==> src/rtl/irq_front_end.sv <==
// rtl/irq_front_end.sv - debounced, prioritised, nestable interrupt front end (optional IRQ_MASK_EN adds maskIn)
module irq_front_end #(
    parameter int NUM_LINES       = 3,
    parameter int DEBOUNCE_CYCLES = 16,
    parameter int HOLDOFF_CYCLES  = 2
) (
    input  logic                 clock,
    input  logic                 resetButton,
    input  logic [NUM_LINES-1:0] rawRequest,
    input  logic                 enable,
    input  logic                 interruptEnd,
`ifdef IRQ_MASK_EN
    input  logic [NUM_LINES-1:0] maskIn,
`endif
    output logic                 interrupted,
    output logic [1:0]           interruptLevel,
    output logic [NUM_LINES-1:0] interruptOut,
    output logic [NUM_LINES-1:0] pendingOut,
    output logic                 overflow
);

    localparam int CW = (DEBOUNCE_CYCLES > 2) ? $clog2(DEBOUNCE_CYCLES) : 1;
    localparam int HW = (HOLDOFF_CYCLES > 0) ? $clog2(HOLDOFF_CYCLES + 1) : 1;
    localparam logic [CW-1:0] CNT_LAST  = CW'(DEBOUNCE_CYCLES - 1);
    localparam logic [HW-1:0] HOLD_LOAD = HW'(HOLDOFF_CYCLES);

    typedef enum logic [1:0] {
        IDLE     = 2'd0,
        DISPATCH = 2'd1,
        HOLD     = 2'd2
    } state_t;

    state_t               state;
    state_t               state_next;
    logic [NUM_LINES-1:0] sync1;
    logic [NUM_LINES-1:0] sync2;
    logic [NUM_LINES-1:0] level;
    logic [NUM_LINES-1:0] flip;
    logic [NUM_LINES-1:0] rise;
    logic [CW-1:0]        cnt [NUM_LINES];
    logic [NUM_LINES-1:0] pending;
    logic [NUM_LINES-1:0] in_service;
    logic [NUM_LINES-1:0] svc_popped;
    logic [NUM_LINES-1:0] eligible;
    logic [NUM_LINES-1:0] dispatch_mask;
    logic [HW-1:0]        holdoff;
    logic [1:0]           top_svc;
    logic [1:0]           cur_level;
    logic [1:0]           cand;
    logic [1:0]           cand_q;
    logic                 cand_valid;
    logic                 dispatch;
    logic                 ovf;

    // Two-flop synchroniser for the asynchronous buttons
    always_ff @(posedge clock or negedge resetButton) begin
        if (!resetButton) begin
            sync1 <= '0;
            sync2 <= '0;
        end else begin
            sync1 <= rawRequest;
            sync2 <= sync1;
        end
    end

    // A line flips once its sample has disagreed with the level for DEBOUNCE_CYCLES cycles
    always_comb begin
        flip = '0;
        rise = '0;
        for (int i = 0; i < NUM_LINES; i++) begin
            flip[i] = (sync2[i] != level[i]) && (cnt[i] == CNT_LAST);
            rise[i] = flip[i] && sync2[i];
        end
    end

    // Debounce counters and debounced levels
    always_ff @(posedge clock or negedge resetButton) begin
        if (!resetButton) begin
            level <= '0;
            for (int i = 0; i < NUM_LINES; i++) cnt[i] <= '0;
        end else begin
            for (int i = 0; i < NUM_LINES; i++) begin
                if (sync2[i] == level[i]) begin
                    cnt[i] <= '0;
                end else if (flip[i]) begin
                    cnt[i]   <= '0;
                    level[i] <= ~level[i];
                end else begin
                    cnt[i] <= cnt[i] + CW'(1);
                end
            end
        end
    end

    // Interrupt return pops first; the candidate is then judged against the popped mask
    always_comb begin
        top_svc = '0;
        for (int i = 0; i < NUM_LINES; i++) begin
            if (in_service[i]) top_svc = 2'(i);
        end
        svc_popped = in_service;
        if (interruptEnd && (in_service != '0)) svc_popped[top_svc] = 1'b0;
        cur_level = '0;
        for (int i = 0; i < NUM_LINES; i++) begin
            if (svc_popped[i]) cur_level = 2'(i);
        end
`ifdef IRQ_MASK_EN
        eligible = pending & ~maskIn;
`else
        eligible = pending;
`endif
        cand       = '0;
        cand_valid = 1'b0;
        for (int i = 0; i < NUM_LINES; i++) begin
            if (eligible[i] && ((svc_popped == '0) || (2'(i) > cur_level))) begin
                cand       = 2'(i);
                cand_valid = 1'b1;
            end
        end
    end

    // Dispatch FSM next-state and dispatch strobe
    always_comb begin
        state_next = state;
        dispatch   = 1'b0;
        case (state)
            IDLE: begin
                if (cand_valid && enable && (holdoff == '0)) begin
                    state_next = DISPATCH;
                    dispatch   = 1'b1;
                end
            end
            DISPATCH: state_next = HOLD;
            HOLD: begin
                if (holdoff <= HW'(1)) state_next = IDLE;
            end
            default: state_next = IDLE;
        endcase
        dispatch_mask = dispatch ? (NUM_LINES'(1) << cand) : '0;
    end

    // FSM state register and latched dispatch level
    always_ff @(posedge clock or negedge resetButton) begin
        if (!resetButton) begin
            state  <= IDLE;
            cand_q <= '0;
        end else begin
            state <= state_next;
            if (dispatch) cand_q <= cand;
        end
    end

    // Holdoff counter covers the pipeline flush window after each dispatch
    always_ff @(posedge clock or negedge resetButton) begin
        if (!resetButton) begin
            holdoff <= '0;
        end else if (state == DISPATCH) begin
            holdoff <= HOLD_LOAD;
        end else if (holdoff != '0) begin
            holdoff <= holdoff - HW'(1);
        end
    end

    // Pending, in-service and sticky overflow; a dispatch clears before a same-cycle edge re-sets
    always_ff @(posedge clock or negedge resetButton) begin
        if (!resetButton) begin
            pending    <= '0;
            in_service <= '0;
            ovf        <= 1'b0;
        end else begin
            pending    <= (pending & ~dispatch_mask) | rise;
            in_service <= svc_popped | dispatch_mask;
            ovf        <= ovf | (|(rise & pending & ~dispatch_mask));
        end
    end

    assign interrupted    = (state == DISPATCH);
    assign interruptLevel = cand_q;
    assign interruptOut   = in_service;
    assign pendingOut     = pending;
    assign overflow       = ovf;

endmodule
==> config.mk <==
export PLATFORM = sky130hd
export DESIGN_NAME = irq_front_end
export DESIGN_NICKNAME = d
export VERILOG_FILES = /design/src/rtl/irq_front_end.sv
export SDC_FILE = /design/constraint.sdc
export NUM_CORES = 1
export LEC_CHECK = 0
export CAP_MARGIN = 20
export CORE_MARGIN = 1
export CORE_UTILIZATION = 54
export DETAILED_ROUTE_END_ITERATION = 8
export PLACE_DENSITY = 0.82
export SLEW_MARGIN = 0
export SYNTH_ARGS = -nofsm -noshare
export SYNTH_HDL_FRONTEND = slang
export SYNTH_SLANG_ARGS = --single-unit
==> constraint.sdc <==
create_clock -name clock -period 1.9 [get_ports clock]
set_clock_uncertainty 0.05 [all_clocks]
set_input_delay 0.475 -clock clock [delete_from_list [all_inputs] [get_ports clock]]
set_output_delay 0.475 -clock clock [all_outputs]
set_load 0.05 [all_outputs]
==> results of run 1 <==
worst max-delay path, stage by stage (launching register included):
cell	delay, ns
dfrtp_1	0.42
nand2b_1	0.20
inv_1	0.13
buf_12	0.15
state kept, by name (all words and copies together), names as in the netlist, 3 cells and up:
| register | cells |
|---|---|
| level | 3 |
| interruptOut | 3 |
| sync2 | 3 |
| pendingOut | 3 |
| cnt | 12 |
| sync1 | 3 |
power breakdown:
group,leakage [nW],internal (mW),total (mW),switching (mW)
logic,0.371,0.147,0.361,0.214
clock network,0.0254,0.139,0.345,0.206
registers,0.442,0.791,0.841,0.0503
total,0.839,1.08,1.55,0.470
kinds of logic (layout without fill, tap and decap cells):
group | after synthesis | after routing
AO/OA/AOI/OAI | 26 | 26
multiplexers | 3 | 3
AND/OR/NAND/NOR | 38 | 38
buffers and inverters | 9 | 38
flip-flops | 34 | 34
adder cells (fa/ha/maj) | 5 | 5
XOR/XNOR | 7 | 7
worst paths after layout:
check / startpoint / end / slack, ns
min: sync1[1] / sync2[1] / 0.31
min reg2reg: sync1[1] / sync2[1] / 0.31
max in group asynchronous: resetButton / cnt[6] / 1.02
max: state[1] / interrupted / 0.14
min in group asynchronous: resetButton / holdoff[1] / 0.48
max reg2reg: holdoff[0] / overflow / 0.23
final cells by class:
type	count	area, µm²
clock buffer	7	45.0
fill	192	759
inverter	9	33.8
multi-input combinational	79	591
sequential	34	851
tap	30	37.5
timing repair buffer	22	205
layout by cell type, fill, tap and decap left out, types with 2 or more instances in the layout:
cell type	instances
nor3_1	2
clkdlybuf4s50_1	6
and3_1	3
a21o_1	3
clkbuf_1	2
a211oi_1	2
buf_4	14
a21oi_1	2
mux2_2	3
nand2b_1	3
inv_1	9
ha_1	5
buf_12	2
xnor2_1	6
nor2_1	7
clkbuf_4	5
a311oi_1	3
nand3b_1	2
nor3b_1	3
nand3_1	2
nor2b_1	4
dfrtp_1	34
a31oi_1	3
o21ai_0	2
nand2_1	8
per-stage QoR:
step / cell area, µm² / utilization / instances / setup WS [ns]
after CTS: 1760 / 0.699 / 181 / 0.133
after detailed placement: 1720 / 0.681 / 174 / -0.139
final: 1760 / 0.699 / 181 / 0.143
after global routing: 1760 / 0.699 / 181 / 0.0915
after global placement: 1720 / 0.681 / 174 / -0.0573
after floorplan: 1480 / - / 122 / 0.269
layer usage:
metal | up-vias | share of wire | global-route usage
li1 | 489 | - | -
met1 | 500 | 0.42 | 0.220
met2 | 31 | 0.49 | 0.348
met3 | 9 | 0.054 | 0.0806
met4 | 0 | 0.026 | 0.0940
met5 | - | 0 | 0
==> results.md, run 1 <==
- Class of the worst hold path: flop to flop
- Synth Instances: 122
- Hpwl dp: 1900 µm
- Max clock buf depth: 2
- Syn nets: 134
- Startpoint types: flop
- Tcrit/Tclk final: 0.925
- Synth area leaders: dfrtp_1, ha_1, xnor2_1, inv_1, mux2_2
- Drt drc: 0
- Fmax: 0.569 GHz
- CTS tree: yes
- Post-synthesis mux area share: 0.0229
- Crit Path Class: flop to output port
- 1st-pass router iterations: 4
- Total Neg Setup Slack: 0 ns
- Pwr Density: 878 nW/µm²
- VDD IR max: 0.000811 V
- Antenna Cells: 0
- Io pins: 17
- Post-synth cell types: 36
- Per-cell routed wire length: 13.8 µm
- Worst path required time: 1.37 ns
- Post-synthesis sequential area ratio: 0.577
- Critical path peak fanout: 4
- Top-count cell post-synth: dfrtp_1
- Compound-Gate Fraction of Synth Area: 0.146
- Worst r2r path cells: 6
- Worst Setup End Kind: output port
- Max transition margin: 0.733
- Tmin final: 1.76 ns
- Layout cells sized above 1: 0.205
- Area share of fa/ha/maj cells after synthesis: 0.0424
- Grt total ovfl: 0
- Largest net degree at the start of global routing: 35
- Total number of vias: approximately 1000
- XOR/XNOR share of the synthesized area: 0.0416
- Die outline height: approximately 54 µm
- Area Growth Syn to Fin: 19.5%
- Most frequent cells after synthesis: dfrtp_1, inv_1, nand2_1
- Vias in the first global route: about 1000
- CORE AREA: around 2500 µm²
- P_leak: 0.839 nW
- Worst-margin pin slew: 0.401 ns
- Simple-Gate Fraction of Synth Area: 0.148
- RD Place Congestion: 0.751
- RSZ-0062 raised after global routing: false
- Mapped Avg Cell Area: approximately 12 µm²
- Total GRT Usage: 0.204
- Starting Density: 0.585
- Largest family of logic cells by synthesized area: simple AND/OR/NAND/NOR gates
- # hold bufs at CTS: 0
- Horiz. Die Dim: 54.3 µm
- Row cnt: 18
- Root buffer cell: clkbuf_4
- Seq cells post-synth: 34
- Max_cap viols: 0
- Ys async rst share: 1.00
- Clk sinks: 34
- # setup viols final: 0
- Setup Fix Bufs, Post-CTS: 0
- Worst hold slack: between 0.3 and 0.4 ns
- Initial antenna violation count: 0
- Max-slew violations: 0
- DIE AREA: 2940 µm²
- Worst-path clk slew: 0.10 ns
- Starting DRT DRC Count: 23
- Fin. Hold Viols: 0
- Syn. warnings: 0
- Overall Power: between 1.5 and 2 mW
- First-pass GRT wire length: slightly above 4000 µm
- Cts repair resizes: 0
- Total routed wirelength: roughly 2500 µm
- Net count, final: 163
- Most used DFF post-synth: dfrtp_1
- CTS buffer count: 5
- Critical Path AT: 1.23 ns
- Top cell type's share of synthesized area: 0.577
- Yosys top cell by area: dfrtp_1
- EDFF count, synth: 0
- Vias per cell: 5.69
- Hold path depth: 0
- Clk_lat worst skew: 0.33 ns
- Post-Syn Area: 1480 µm²
- PortBufs: 16
- Post-DRT Antenna Nets: 0
- H-tree depth: 2
- Status: finished clean
No activity file was read; power rests on OpenSTA's default activity.
==> run 2, diff against run 1 <==
- SKIP_CTS_REPAIR_TIMING: default -> 1
- TNS_END_PERCENT: default -> 100
==> results of run 2 <==
Final layout, timing and power as in run 1 (identical DEF).
==> run 3, diff against run 2 <==
- ABC_CLOCK_PERIOD_IN_PS: default -> 1710
- clock period: 1.9 -> 1.71 ns (I/O delays scaled with it)
==> run 3 against run 2 <==
  * Count of clock-buffer cells in the layout is the same
  * Flip-flop and latch count unchanged
  * Die area unchanged
  * Via count rose by 2.9%
  * Critical endpoint unchanged
==> results.md, run 3 (synthesized netlist as in run 1, its figures left out) <==
- Net count, final: 165 (was 163)
- Worst-path clk slew: 0.10 ns (about the same)
- Setup slack, reg-to-reg: 0.11 ns (was 0.23 ns)
- DIE AREA: 2940 µm² (unchanged)
- Buf/Inv on CP: 2 (unchanged)
- Fin. Hold Viols: 0 (unchanged)
- CP cell instances: nand2b_1, inv_2, buf_12 (was nand2b_1, inv_1, buf_12)
- Cell family with most CP delay: flip-flops (unchanged)
- Die outline height: 54.3 µm (unchanged)
- Seq pwr share: 0.509 (was 0.544)
- Critical Path AT: 1.21 ns (was 1.23 ns)
- Antenna Cells: 0 (unchanged)
- Initial antenna violation count: 0 (unchanged)
- Power Internal: 1.29 mW (was 1.08 mW)
- Tcrit/Tclk final: 0.986
- Post-DRT Antenna Nets: 0 (unchanged)
- Crit path from: state[1] (unchanged)
- Number of flip-flops under the largest register name: 12 (unchanged)
- Combinational Power Share: 0.281 (was 0.233)
- Final Cell Area: 1910 µm² (was 1760 µm²)
- Worst path required time: 1.23 ns (was 1.37 ns)
- Clk sinks: 34 (unchanged)
- Max clock buf depth: 2 (unchanged)
- Most frequent cells in the layout: dfrtp_1, buf_12, inv_1, nand2_1 (was dfrtp_1, buf_4, inv_1)
- Io pins: 17 (unchanged)
- Cell count after placement: 175 (was 174)
- Sw Share: 0.307 (was 0.304)
- Clk_lat worst skew: 0.32 ns (was 0.33 ns)
- Crit Path Class: flop to output port (unchanged)
- Largest stage delay, worst path: 0.41 ns (was 0.42 ns)
- DP Area: 1840 µm² (was 1720 µm²)
- Row cnt: 18 (unchanged)
- H-tree depth: 2 (unchanged)
- Fillcell total: 170 (was 192)
- Class of the worst hold path: flop to flop (unchanged)
- Vias per cell: 5.79 (was 5.69)
- Starting DRT DRC Count: 18 (was 23)
- CTS tree: yes (unchanged)
- Per-cell routed wire length: 15.0 µm (was 13.8 µm)
- Slowest-stage cell, CP: dfrtp_1 (unchanged)
- Non-filler cells, final: 183 (was 181)
- Hold Path Origin: sync1[2] (was sync1[1])
- Horiz. Die Dim: 54.3 µm (unchanged)
- Max transition margin: 0.747 (was 0.733)
- Area Growth Syn to Fin: 29.7% (was 19.5%)
- Vias in the first global route: 1080 (was 1009)
- Startpoint types: flop (unchanged)
- Worst-margin pin slew: 0.377 ns (was 0.401 ns)
- Largest net degree at the start of global routing: 35 (unchanged)
- PortBufs: 16 (unchanged)
- Grt total ovfl: 0 (unchanged)
- Fmax: 0.593 GHz
- Fin util: 0.758 (was 0.699)
- P_leak: 0.881 nW (was 0.839 nW)
- Critical path peak fanout: 3 (was 4)
- Clock power frac: 0.209 (was 0.223)
- Reg2reg start: holdoff[1] (was holdoff[0])
- Sw power: 572 µW (was 470 µW)
- Root buffer cell: clkbuf_4 (unchanged)
- First-pass GRT wire length: 4400 µm (was 4050 µm)
- 1st-pass router iterations: 4 (unchanged)
- Reg with most FFs: cnt (unchanged)
- Layout cells sized above 1: 0.242 (was 0.205)
- Total routed wirelength: 2750 µm (was 2500 µm)
- Worst Setup End Kind: output port (unchanged)
- Reg area: 851 µm² (unchanged)
- Drt drc: 0 (unchanged)
- CORE AREA: 2520 µm² (unchanged)
- Leading cell type in the layout, fill and taps excluded: dfrtp_1 (unchanged)
- Max-slew violations: 0 (unchanged)
- RD Place Congestion: 0.842 (was 0.751)
- Max_cap viols: 0 (unchanged)
- Total number of vias: 1059 (was 1029)
- Starting Density: 0.585 (unchanged)
- VDD IR max: 0.000809 V (was 0.000811 V)
- Multi-input logic area: 613 µm² (was 591 µm²)
- Tmin final: ~1.7 ns
- Status: finished clean (unchanged)
- CTS buffer count: 5 (unchanged)
- Hpwl dp: 2090 µm (was 1900 µm)
- # setup viols final: 0 (unchanged)
- Pwr Density: 975 nW/µm² (was 878 nW/µm²)
- Total GRT Usage: 0.223 (was 0.204)
## run 3: power by group through the flow
stage | clock, mW | sequential (mW) | combinational, mW
after global placement | 0 | 0.955 | 0.449
after floorplan | 0 | 1.02 | 0.195
after global routing | 0.444 | 0.955 | 0.570
after CTS | 0.405 | 0.949 | 0.488
final | 0.390 | 0.949 | 0.525
after detailed placement | 0 | 0.965 | 0.487
## run 3: cell type report
class / count / share of cell area
inverters: 9 / 0.0177
multi-input cells: 79 / 0.320
clock buffers: 7 / 0.0235
repair buffers: 24 / 0.174
well taps: 30 / 0.0196
flip-flops and latches: 34 / 0.445
## run 3: per-layer routing
layer	share of wire	up-vias	GRT usage
li1	-	498	-
met1	0.41	526	0.237
met2	0.52	29	0.386
met3	0.047	6	0.0778
met4	0.017	0	0.120
met5	0	-	0
## run 3: worst paths after layout
check                           cells past startpoint           to
worst min register to register                      0     sync2[2]
worst min-delay path                                0     sync2[2]
max in group asynchronous                           2       cnt[5]
worst max-delay path                                3  interrupted
min in group asynchronous                           2     state[1]
worst max register to register                      6     overflow
## run 3: worst register-to-register path, cell delays in order (launching register included)
cell and delay (ns):
dfrtp_1 0.40, inv_1 0.14, ha_4 0.18, and4bb_2 0.28
nand2_1 0.09, a31oi_1 0.20, o221ai_1 0.14
## run 3: stage by stage
step                      setup slack [ns]  hold WS, ns  power (mW)  setup TNS (ns)
after global placement              -0.200        0.282        1.40          -0.926
final                               0.0240        0.303        1.86               0
after detailed placement            -0.246        0.287        1.45           -1.27
after CTS                          -0.0143        0.306        1.84         -0.0143
after global routing               -0.0442        0.323        1.97         -0.0466
after floorplan                     0.0787       0.0819        1.21               0
==> variant 1 (settings of run 3) <==
The parameter `DEBOUNCE_CYCLES` goes from 16 to 8.
--- a/src/rtl/irq_front_end.sv
+++ b/src/rtl/irq_front_end.sv
@@ -1,7 +1,7 @@
 // rtl/irq_front_end.sv - debounced, prioritised, nestable interrupt front end (optional IRQ_MASK_EN adds maskIn)
 module irq_front_end #(
     parameter int NUM_LINES       = 3,
-    parameter int DEBOUNCE_CYCLES = 16,
+    parameter int DEBOUNCE_CYCLES = 8,
     parameter int HOLDOFF_CYCLES  = 2
 ) (
     input  logic                 clock,
Check against the original RTL: same outputs for any inputs over 10 cycles, from zero or initial values and one cycle with resetButton low; that may be too few to reach the edited logic, so the function may still have changed.
==> variant 1 against run 3 <==
  * Synthesized area fell by 8.8%
  * Die area fell by 8.5%
  * Via count fell by 15%
  * Largest power group unchanged
  * Power rose by 33%
  * Highest routed layer unchanged
  * Synthesized cell count fell by 9.8%
  * Sequential cell count fell by 3
  * Largest cell class unchanged
  * Setup slack improved by 0.042 ns
  * Routed wire length fell by 17%
  * Design area fell by 8.5%
==> variant 1: results (changes against run 3) <==
INFO  metric hpwlAfterDp = 1670 um (was 2090 um)
INFO  metric largest_register_ffs = 9 (was 12)
INFO  metric m1WireLength = 949 um (was 1140 um)
INFO  metric register_area = 776 sq um (was 851 sq um)
INFO  metric multi_input_gates = 69 (was 79)
INFO  metric drt-initial-drc-count = 17 (was 18)
INFO  metric clock_tree_area_fraction = 2.86% (was 2.35%)
INFO  metric ys_top_cells_by_area = dfrtp_1 58%, ha_1 7.4%, nand2_1 3.1%, inv_1 2.8%, nor3b_1 2.2% (was dfrtp_1 58%, ha_1 4.2%, xnor2_1 3.6%, inv_1 2.3%, mux2_2 2.3%)
INFO  metric crit_family = buffers and inverters (was flip-flops)
INFO  metric grtUsageMet3 = 7.89% (was 7.78%)
INFO  metric detail_route.wl_per_cell = 13.6 um (was 15.0 um)
INFO  metric routability_congestion_estimate = 0.845 (was 0.842)
INFO  metric vdd_drop_max = 0.00105 V (was 0.000809 V)
INFO  metric mappedNetlistNets = 125 (was 134)
INFO  metric cts_num_sinks = 31 (was 34)
INFO  metric num_vias = 905 (was 1059)
INFO  metric wl_met2 = 1170 um (was 1440 um)
INFO  metric cellInternalPower = 1.58 mW (was 1.29 mW)
INFO  metric num-nets-final = 153 (was 165)
INFO  metric fin_total_pwr = 2.48 mW (was 1.86 mW)
INFO  metric routed_wl = 2280 um (was 2750 um)
INFO  metric layout.nonclk_buf_share = 17.0% (was 17.4%)
INFO  metric use_met1 = 23.8% (was 23.7%)
INFO  metric slew_headroom = 74.7% (about the same)
INFO  metric clockNetworkPower = 0.391 mW (was 0.390 mW)
INFO  metric grt_util_met2 = 34.0% (was 38.6%)
INFO  metric synthesis.area_per_instance = 12.2 sq um (was 12.1 sq um)
INFO  metric multi_input_comb_area = 554 sq um (was 613 sq um)
INFO  metric power.leakage = 0.833 nW (was 0.881 nW)
INFO  metric area.share.sequential = 44.3% (was 44.5%)
INFO  metric timing.hold.ws = 0.305 ns (was 0.303 ns)
INFO  metric outcome = completed (unchanged)
INFO  metric r2r_slack = 0.13 ns (was 0.11 ns)
INFO  metric buffers_excl_clock = 21 (was 24)
INFO  metric max_stage_delay = 0.59 ns (was 0.41 ns)
INFO  metric grt_util_all_layers = 21.0% (was 22.3%)
[variant 1: cell count changes in the layout (fill, tap and decap cells not counted), sizes merged, moves of 2 or more]
cell           run 3  this run
a21o               3         1
a21oi              2         0
a311oi             4         1
a31oi              3         1
and2               0         2
and3               3         1
buf               18        15
dfrtp             34        31
ha                 5         8
nand2              8        11
xnor2              6         3
[variant 1: worst max-delay path by stage]
stage,startpoint,endpoint,slack [ns],cells past startpoint
2_1_floorplan,interruptOut[2],overflow,0.06,4
3_3_place_gp,interruptEnd,overflow,-0.22,5
3_5_place_dp,interruptEnd,overflow,-0.31,5
4_1_cts,state[1],interrupted,0.01,3
5_1_grt,interruptEnd,overflow,-0.01,5
6_report,interruptEnd,overflow,0.07,5
[variant 1: cell families (layout without fill, tap and decap cells)]
family	after synthesis	after routing	share of synthesized area (%)
simple gates	38	38	16.3
flops	31	31	57.7
xor+xnor	4	4	2.61
mux	2	2	1.67
compound gates	17	17	11.5
fa+ha+maj	8	8	7.44
buf+inv	10	39	2.79
==> variant 2 (flow settings as in run 3) <==
Made on the original files. Encoding of `state_t`: now one-hot (3 bits for 3 states).
--- a/src/rtl/irq_front_end.sv
+++ b/src/rtl/irq_front_end.sv
@@ -24,10 +24,10 @@
     localparam logic [CW-1:0] CNT_LAST  = CW'(DEBOUNCE_CYCLES - 1);
     localparam logic [HW-1:0] HOLD_LOAD = HW'(HOLDOFF_CYCLES);
 
-    typedef enum logic [1:0] {
-        IDLE     = 2'd0,
-        DISPATCH = 2'd1,
-        HOLD     = 2'd2
+    typedef enum logic [2:0] {
+        IDLE     = 3'b001,
+        DISPATCH = 3'b010,
+        HOLD     = 3'b100
     } state_t;
 
     state_t               state;
Behaviour: same outputs for any inputs over 10 cycles, from zero or initial values and one cycle with resetButton low; not proved beyond that.
==> variant 2 against run 3 <==
  * Design area grew 8.0%
  * Routed wire length grew 16%
  * Setup slack lost 0.058 ns
  * Critical path depth grew 6
  * Die area grew 4.2%
  * Synthesized area grew 4.3%
  * The run now ends with negative setup slack left
  * Clock power grew 30%
  * Largest power group unchanged
  * Sequential cell count grew 1
  * Synthesized cell count grew 6.6%
  * Critical endpoint is now overflow
  * Power grew 13%
==> variant 2: results (changes against run 3) <==
INFO  metric failed_checks = negative setup slack
INFO  metric non_clock_inverter_count = 10 (was 9)
INFO  metric cts_num_sinks = 35 (was 34)
INFO  metric synth_compound_gate_area_share = 11.8% (was 14.6%)
INFO  metric number_of_global_route_vias_before_repair = 1226 (was 1080)
INFO  metric timing_worst_slew_pin_value = 0.405 ns (was 0.377 ns)
INFO  metric drt-initial-drc-count = 50 (was 18)
INFO  metric cp.arrival = 1.90 ns (was 1.21 ns)
INFO  metric layout.nonclk_buf_share = 18.7% (was 17.4%)
INFO  metric power.leakage = 0.924 nW (was 0.881 nW)
INFO  metric area.share.sequential = 42.8% (was 44.5%)
INFO  metric dp_cells = 189 (was 175)
INFO  metric muxShareOfSynthArea = 3.82% (was 2.29%)
INFO  metric detail_route.wl_per_cell = 16.1 um (was 15.0 um)
INFO  metric multi_input_comb_area = 652 sq um (was 613 sq um)
INFO  metric vdd_drop_max = 0.00114 V (was 0.000809 V)
INFO  metric post-route-worst-setup-slack = -0.0343 ns (was 0.0240 ns)
INFO  metric hp-start = sync1[0] (was sync1[2])
INFO  metric num-nets-final = 180 (was 165)
INFO  metric outcome = finished with violations (was completed)
INFO  metric wl_met2 = 1730 um (was 1440 um)
INFO  metric finalSetupViolCount = 1 (was 0)
INFO  metric largest_net_degree_at_the_start_of_global_routing = 22 (was 35)
INFO  metric routed_wl = 3200 um (was 2750 um)
INFO  metric synth_common_cells = 34 x dfrtp_1, 9 x nor2_1, 8 x inv_1 (was 34 x dfrtp_1, 9 x inv_1, 8 x nand2_1)
INFO  metric synthDistinctLibCells = 35 (was 36)
INFO  metric m1WireLength = 1260 um (was 1140 um)
INFO  metric buffers_excl_clock = 32 (was 24)
[variant 2: where the power goes]
part	internal, mW	total (mW)	switching [mW]
registers	0.903	0.973	0.0698
logic	0.324	0.624	0.300
clock network	0.242	0.508	0.266
[variant 2: worst max path at each step]
stage / slack (ns) / cells after the start / from / end
finish: -0.03 / 9 / holdoff[1] / overflow
global route: -0.13 / 9 / holdoff[1] / overflow
CTS: -0.17 / 5 / interruptEnd / overflow
detailed placement: -0.51 / 5 / interruptEnd / overflow
global placement: -0.36 / 6 / interruptEnd / interruptLevel[1]
floorplan: 0.02 / 4 / pendingOut[0] / interruptLevel[1]
[variant 2: logic make-up after synthesis]
kind of cell             Yosys count
AND/OR/NAND/NOR                   41
flip-flops                        35
AO/OA/AOI/OAI                     25
buffers and inverters             11
XOR/XNOR                           7
adder cells (fa/ha/maj)            6
multiplexers                       5
[variant 2: layer usage]
metal	global-route usage, %	vias up
li1	-	531
met1	25.8	582
met2	42.0	52
met3	5.62	6
met4	13.2	0
met5	0	-
